$ cat config.mk
export PLATFORM = sky130hd
export DESIGN_NAME = clk_div_ctrl
export DESIGN_NICKNAME = d
export VERILOG_FILES = /design/src/rtl/clk_div_ctrl.sv
export SDC_FILE = /design/constraint.sdc
export NUM_CORES = 1
export LEC_CHECK = 0
export CAP_MARGIN = 30
export CORE_ASPECT_RATIO = 0.9
export CORE_MARGIN = 2
export CORE_UTILIZATION = 40
export DETAILED_ROUTE_END_ITERATION = 6
export HOLD_SLACK_MARGIN = 0.12
export SETUP_SLACK_MARGIN = 0.02
export SLEW_MARGIN = 20
export SYNTH_ARGS = -nofsm -noshare
export SYNTH_HDL_FRONTEND = slang
export SYNTH_SLANG_ARGS = --single-unit
$ cat constraint.sdc
create_clock -name clk -period 2.01 [get_ports clk]
set_clock_uncertainty 0.05 [all_clocks]
set_input_delay 0.402 -clock clk [delete_from_list [all_inputs] [get_ports clk]]
set_output_delay 0.402 -clock clk [all_outputs]
set_load 0.01 [all_outputs]
$ cat src/rtl/clk_div_ctrl.sv
// Glitch-free clock divider (N = 2/4/8/16) with run/stop control.
// Ratio changes and stops happen only at the falling boundary of div_clk.
module clk_div_ctrl #(
    parameter logic [1:0] DEFAULT_SEL = 2'd0
) (
    input  logic       clk,
    input  logic       reset_n,
    input  logic       run,
    input  logic       req_valid,
    input  logic [1:0] req_sel,
    output logic       req_ready,
    output logic       div_clk,
    output logic       div_tick,
    output logic [1:0] cur_sel,
    output logic       chg_done,
    output logic       active
);

    localparam logic [1:0] ST_STOP  = 2'd0;
    localparam logic [1:0] ST_RUN   = 2'd1;
    localparam logic [1:0] ST_DRAIN = 2'd2;

    logic [1:0] state_q, state_d;
    logic [2:0] cnt_q, cnt_d;
    logic       div_q, div_d;
    logic       tick_q, tick_d;
    logic       chg_q, chg_d;
    logic [1:0] sel_q, sel_d;
    logic [1:0] pend_q, pend_d;
    logic       rdy_q;

    logic [2:0] half_m1;
    logic       wrap, fall, accept;

    always_comb begin
        case (sel_q)
            2'd0:    half_m1 = 3'd0;
            2'd1:    half_m1 = 3'd1;
            2'd2:    half_m1 = 3'd3;
            default: half_m1 = 3'd7;
        endcase
    end

    assign wrap      = (cnt_q == half_m1);
    assign fall      = wrap && div_q;
    // rdy_q keeps req_ready low until the first edge after reset release
    assign req_ready = rdy_q && (state_q != ST_DRAIN);
    assign accept    = req_valid && req_ready;

    always_comb begin
        state_d = state_q;
        cnt_d   = cnt_q;
        div_d   = div_q;
        tick_d  = 1'b0;
        chg_d   = 1'b0;
        sel_d   = sel_q;
        pend_d  = pend_q;
        case (state_q)
            ST_STOP: begin
                cnt_d = 3'd0;
                div_d = 1'b0;
                if (accept) begin
                    sel_d = req_sel;
                    chg_d = 1'b1;
                end else if (run) begin
                    state_d = ST_RUN;
                end
            end
            ST_RUN, ST_DRAIN: begin
                // The falling boundary wrap already leaves div_clk=0, cnt=0
                if (wrap) begin
                    cnt_d  = 3'd0;
                    div_d  = ~div_q;
                    tick_d = ~div_q;
                end else begin
                    cnt_d = cnt_q + 3'd1;
                end
                if (state_q == ST_RUN) begin
                    if (!run && fall)
                        state_d = ST_STOP;
                    if (accept) begin
                        if (req_sel == sel_q) begin
                            chg_d = 1'b1;
                        end else begin
                            pend_d  = req_sel;
                            state_d = ST_DRAIN;
                        end
                    end
                end else if (fall) begin
                    sel_d   = pend_q;
                    chg_d   = 1'b1;
                    state_d = run ? ST_RUN : ST_STOP;
                end
            end
            default: state_d = ST_STOP;
        endcase
    end

    always_ff @(posedge clk or negedge reset_n) begin
        if (!reset_n) begin
            state_q <= ST_STOP;
            cnt_q   <= 3'd0;
            div_q   <= 1'b0;
            tick_q  <= 1'b0;
            chg_q   <= 1'b0;
            sel_q   <= DEFAULT_SEL;
            pend_q  <= DEFAULT_SEL;
            rdy_q   <= 1'b0;
        end else begin
            state_q <= state_d;
            cnt_q   <= cnt_d;
            div_q   <= div_d;
            tick_q  <= tick_d;
            chg_q   <= chg_d;
            sel_q   <= sel_d;
            pend_q  <= pend_d;
            rdy_q   <= 1'b1;
        end
    end

    assign div_clk  = div_q;
    assign div_tick = tick_q;
    assign chg_done = chg_q;
    assign cur_sel  = sel_q;
    assign active   = (state_q == ST_RUN) || (state_q == ST_DRAIN);

endmodule

**Yosys cells after proc, flatten, opt, wreduce, memory -nomap -nowiden**

Index checks and enable logic that the tools add are counted.

- Multiplexer cells: 26
- Equal/unequal tests: 14
- Add/subtract/negate cells: 1
- Bitwise gates (word level): 2
- Reductions and logical operators: 14

Operators with widths:

| kind | count |
|---|---|
| $mux 2 | 10 |
| $ne 2x2->1 const B | 7 |
| $mux 1 | 9 |
| $pmux 3 s3 | 1 |
| $pmux 2 s2 | 2 |
| $reduce_and 4->1 | 2 |
| $pmux 3 s2 | 1 |
| $eq 2x1->1 const B | 2 |
| $eq 2x2->1 const B | 2 |
| $logic_and 1x1->1 | 4 |
| $logic_not 2->1 | 2 |
| $pmux 1 s2 | 2 |
| $add 3x1->3 const B | 1 |
| $eq 3x3->1 | 1 |
| $mux 3 | 1 |
| $ne 3x3->1 const B | 1 |
| $reduce_and 3->1 | 1 |
| $eq 2x2->1 | 1 |
| $not 1->1 | 2 |
| $reduce_and 2->1 | 1 |
| $reduce_bool 2->1 | 1 |
| $reduce_or 2->1 | 1 |
| $logic_not 1->1 | 1 |
| $logic_or 1x1->1 | 1 |

- Output and inout port bits: 7
- Input port bits: 6
- Bits in registers: 13
- Word-level logic and storage cells: 65

**Depth between registers and ports, before layout**

- Depth after elaboration: 10
- Depth in mapped cells: 7
- Gate-level depth less buffers: 6

**Worst setup path after synthesis**

OpenSTA, ideal clock, no wires.

- Path kind: register to register
- Start: reg sel_q[1], in the netlist cur_sel[1]
- End: reg sel_q[0], in the netlist cur_sel[0]
- Library setup time: 128 ps
- Path slack: -68 ps
- Period minus slack after synthesis: 2078 ps
- Data arrival time: 1901 ps
- Required time: 1832 ps
- Buffers on the path: 1
- Stages on the path, launching flop included: 6
- Cells stage by stage: dfrtp_1 buf_6 or4b_1 a21o_1 a311oi_2 mux2_1

- Word-level cells in the longest chain between the ends: 6
- Elaborated cells between the ends (all ways): 8
- Those cells by class: eq/ne (4); mux (1); reduce/logical (3)

Ends and longest elaborated chain:

| element | line | text |
|---|---|---|
| start, declared | 28 | `logic [1:0] sel_q, sel_d;` |
| start signal, assigned | 115 | `sel_q <= sel_d;` |
| $eq 2x2->1 (tied with other cells) | 36 | `case (sel_q)` |
| $pmux 3 s3 * | 36 |  |
| $eq 3x3->1 * | 44 | `assign wrap = (cnt_q == half_m1);` |
| $logic_and 1x1->1 * | 45 | `assign fall = wrap && div_q;` |
| $ne 2x2->1 (no source line) * | - |  |
| $reduce_and 4->1 (no source line) * | - |  |

Every way passes the cells marked *; elsewhere a longest branch is shown, timed or not.
A chain may end at the register's enable or synchronous reset.

**Worst setup path in the final report**

- Start: reg cnt_q[1]
- End: reg sel_q[1], in the netlist cur_sel[1]

- Word-level cells in the longest chain between the ends: 4

Ends and longest elaborated chain:

| element | line | text |
|---|---|---|
| start, declared | 24 | `logic [2:0] cnt_q, cnt_d;` |
| start signal, assigned | 111 | `cnt_q <= cnt_d;` |
| $eq 3x3->1 | 44 |  |
| $logic_and 1x1->1 | 45 |  |
| $ne 2x2->1 (no source line) | - |  |
| $reduce_and 4->1 (no source line) | - |  |

Every way passes these cells.

==> impl_metrics.env <==
export IMPL_reg2regPathDepth=4
export IMPL_syn_cell_area_um2=896
export IMPL_grt_pass1_vias=791
export IMPL_yosysTopAreaCellShare=0.363
export IMPL_place_ws_ns=0.0290
export IMPL_dp_final_hpwl_um=1540
export IMPL_critical_path_slowest_cell="or4b_1"
export IMPL_io_buffer_count=12
export IMPL_io_pins=13
export IMPL_worst_pin_slew_ns=0.643
export IMPL_avgRoutedWirePerCell_um=14.7
export IMPL_drcViolationCount=0
export IMPL_r2r_slack_ns=0.04
export IMPL_rows=16
export IMPL_antenna_found_initial=0
export IMPL_final_hold_viol_count=0
export IMPL_max_freq_ghz=0.507
export IMPL_synthDistinctLibCells=42
export IMPL_slowest_delay_ns=0.52
export IMPL_final_antenna_net_count=0
export IMPL_cp_end_kind="flop"
export IMPL_cap_violations=0
export IMPL_finalHoldWorstSlack_ns=0.460
export IMPL_drive_gt1_frac=0.254
export IMPL_reg2reg_to="cur_sel[1]"
export IMPL_drt_first_pass_iters=4
export IMPL_gr_total_overflow=0
export IMPL_routed_via_density=5.75
export IMPL_min_path_type="in -> async"
export IMPL_timing_rr_start="cnt_q[1]"
export IMPL_syn_avg_cell_area_um2=10.1
export IMPL_crit_end="cur_sel[1]"
export IMPL_cp_required_ns=2.13
export IMPL_status="completed"
export IMPL_yosysWarnings=0
export IMPL_finalSetupViolations=0
export IMPL_yosys_area_top_type="dfrtp_1"
export IMPL_ys_seq_area_frac=0.363
export IMPL_clock_sinks=13
export IMPL_fin_crit_sh=0.981
export IMPL_initial_core_util=0.418
export IMPL_slew_headroom=0.570
export IMPL_path_class="reg -> reg"
export IMPL_ys_top_cells_by_count="dfrtp_1 (13), nand2_1 (6), ha_1 (5), inv_1 (5)"
export IMPL_synthTopCellsByArea="dfrtp_1 (36%), ha_1 (7.0%), mux2_2 (5.0%), nand4_1 (2.8%), mux2_1 (2.5%)"
export IMPL_crit_family="compound AO/OA/AOI/OAI gates"
export IMPL_htree_levels=1
export IMPL_ctsHoldBuffers=0
export IMPL_crit_path_start="cnt_q[1]"
export IMPL_grt_pass1_wl_um=3420
export IMPL_clock_root_buffer="clkbuf_4"
export IMPL_layout_setup_ws_ns=0.0390
export IMPL_cp_max_fo=4
export IMPL_cts_made_buffers=3
export IMPL_crit_cells=4
export IMPL_ys_seq_elements=13
export IMPL_powerDensity_nw_per_um2=1510
export IMPL_die_h_um=48.9
export IMPL_clk_latency_ns=0.28
export IMPL_synth_ff_type="dfrtp_1"
export IMPL_wirelength_um=2080
export IMPL_clk_pin_slew_ns=0.08
export IMPL_slew_violations=0
export IMPL_drt_iter0_drc=8
export IMPL_nNetsFinal=126
export IMPL_vias=811
export IMPL_nFillCells=198
export IMPL_core_area_um2=2140
export IMPL_rsz0062_at_grt="true"
export IMPL_dieWidth_um=53.9
export IMPL_crit_buf_inv=0
export IMPL_p_leak_nw=0.506
export IMPL_syn_inst=89
export IMPL_grt_max_degree=14
export IMPL_cts_tree="done"
export IMPL_cts_max_path_buffers=2
export IMPL_cp_cell_sequence="or4b_1 -> a21o_1 -> a311oi_4 -> mux2_4"
export IMPL_post_route_min_period_ns=1.97
export IMPL_place_gp_congestion=0.811
export IMPL_synth_most_common_cell="dfrtp_1"
export IMPL_area_delta_synth_final_pct=33.0
export IMPL_synthesis_nets=100
export IMPL_track_usage=0.180
export IMPL_start_kind="flop"
export IMPL_antenna_cells=0
export IMPL_arrival_ns=2.09
export IMPL_async_reset_ff_frac=1.00
export IMPL_synth_edff_count=0
export IMPL_peakVddDrop_v=0.000822
export IMPL_die_area_um2=2630
logic make-up after synthesis:
group,Yosys count,synth area share
and+or+nand+nor,29,0.207
buffers and inverters,9,0.0461
xor gates and xnor gates,2,0.0196
other,1,0.00419
AOI/OAI and AO/OA,22,0.193
adders and majority gates,5,0.0698
DFF,13,0.363
muxes,8,0.0978
through the flow:
step	area (µm²)	std cells	utilization	power, W	setup TNS (ns)
after global routing	1190	141	0.556	0.00194	-0.0353
after CTS	1150	140	0.539	0.00171	0
after detailed placement	1100	134	0.515	0.00149	0
after global placement	1100	134	0.515	0.00148	0
after floorplan	896	89	-	0.00111	0
final	1190	141	0.556	0.00180	0
worst min-delay path by stage:
stage | end | slack [ns] | cells past startpoint
after floorplan | chg_done | 0.06 | 0
after global placement | pend_q[1] | 0.44 | 1
after detailed placement | pend_q[0] | 0.45 | 1
after CTS | div_clk | 0.47 | 1
after global routing | pend_q[0] | 0.48 | 1
final | cnt_q[1] | 0.46 | 1
state kept, by name, indices dropped and copies added (netlist names):
name	count
div_tick	1
cnt_q	3
state_q	2
div_clk	1
pend_q	2
chg_done	1
cur_sel	2
rdy_q	1
layer usage:
metal / part of all wire / up-vias / track usage
li1: - / 395 / -
met1: 0.45 / 392 / 0.215
met2: 0.49 / 20 / 0.297
met3: 0.041 / 4 / 0.0521
met4: 0.016 / 0 / 0.0684
met5: 0 / - / 0
area by class of cell:
cell class              count  area [µm²]  area share
clock buffers               3        22.5      0.0189
clock inverters             1        5.00     0.00420
well taps                  27        33.8      0.0284
flip-flops and latches     13         327       0.274
repair buffers             25         215       0.181
multi-input cells          67         569       0.478
inverters                   5        18.8      0.0158
report_power, final:
part | switching, W | internal [W]
Sequential | 0.0000853 | 0.000363
Clock | 0.0000922 | 0.0000739
Combinational | 0.000543 | 0.000645
cell usage in the layout (no fill, tap or decap), types with 2 or more instances in the layout:
cell type | Yosys | routed
mux2_4 | 0 | 2
a21oi_1 | 3 | 3
a32o_1 | 2 | 2
clkbuf_4 | 0 | 3
o21ai_0 | 4 | 4
dfrtp_1 | 13 | 12
nand3_1 | 4 | 4
clkdlybuf4s50_1 | 0 | 10
ha_1 | 5 | 4
xnor2_1 | 2 | 2
inv_1 | 5 | 5
o211ai_1 | 2 | 2
mux2_2 | 4 | 4
dlygate4sd2_1 | 0 | 2
mux2i_1 | 2 | 2
nand2_1 | 6 | 6
nand4_1 | 4 | 4
buf_4 | 0 | 13
nor2b_1 | 2 | 2
timing repair:
item | in CTS | in global routing
pin swaps | 1 | 4
resized for setup | 4 | 5
endpoints found under the setup margin | 3 | 4
gates cloned | 0 | 0
buffers inserted | 2 | 1
(Power assumes the default switching activity.)
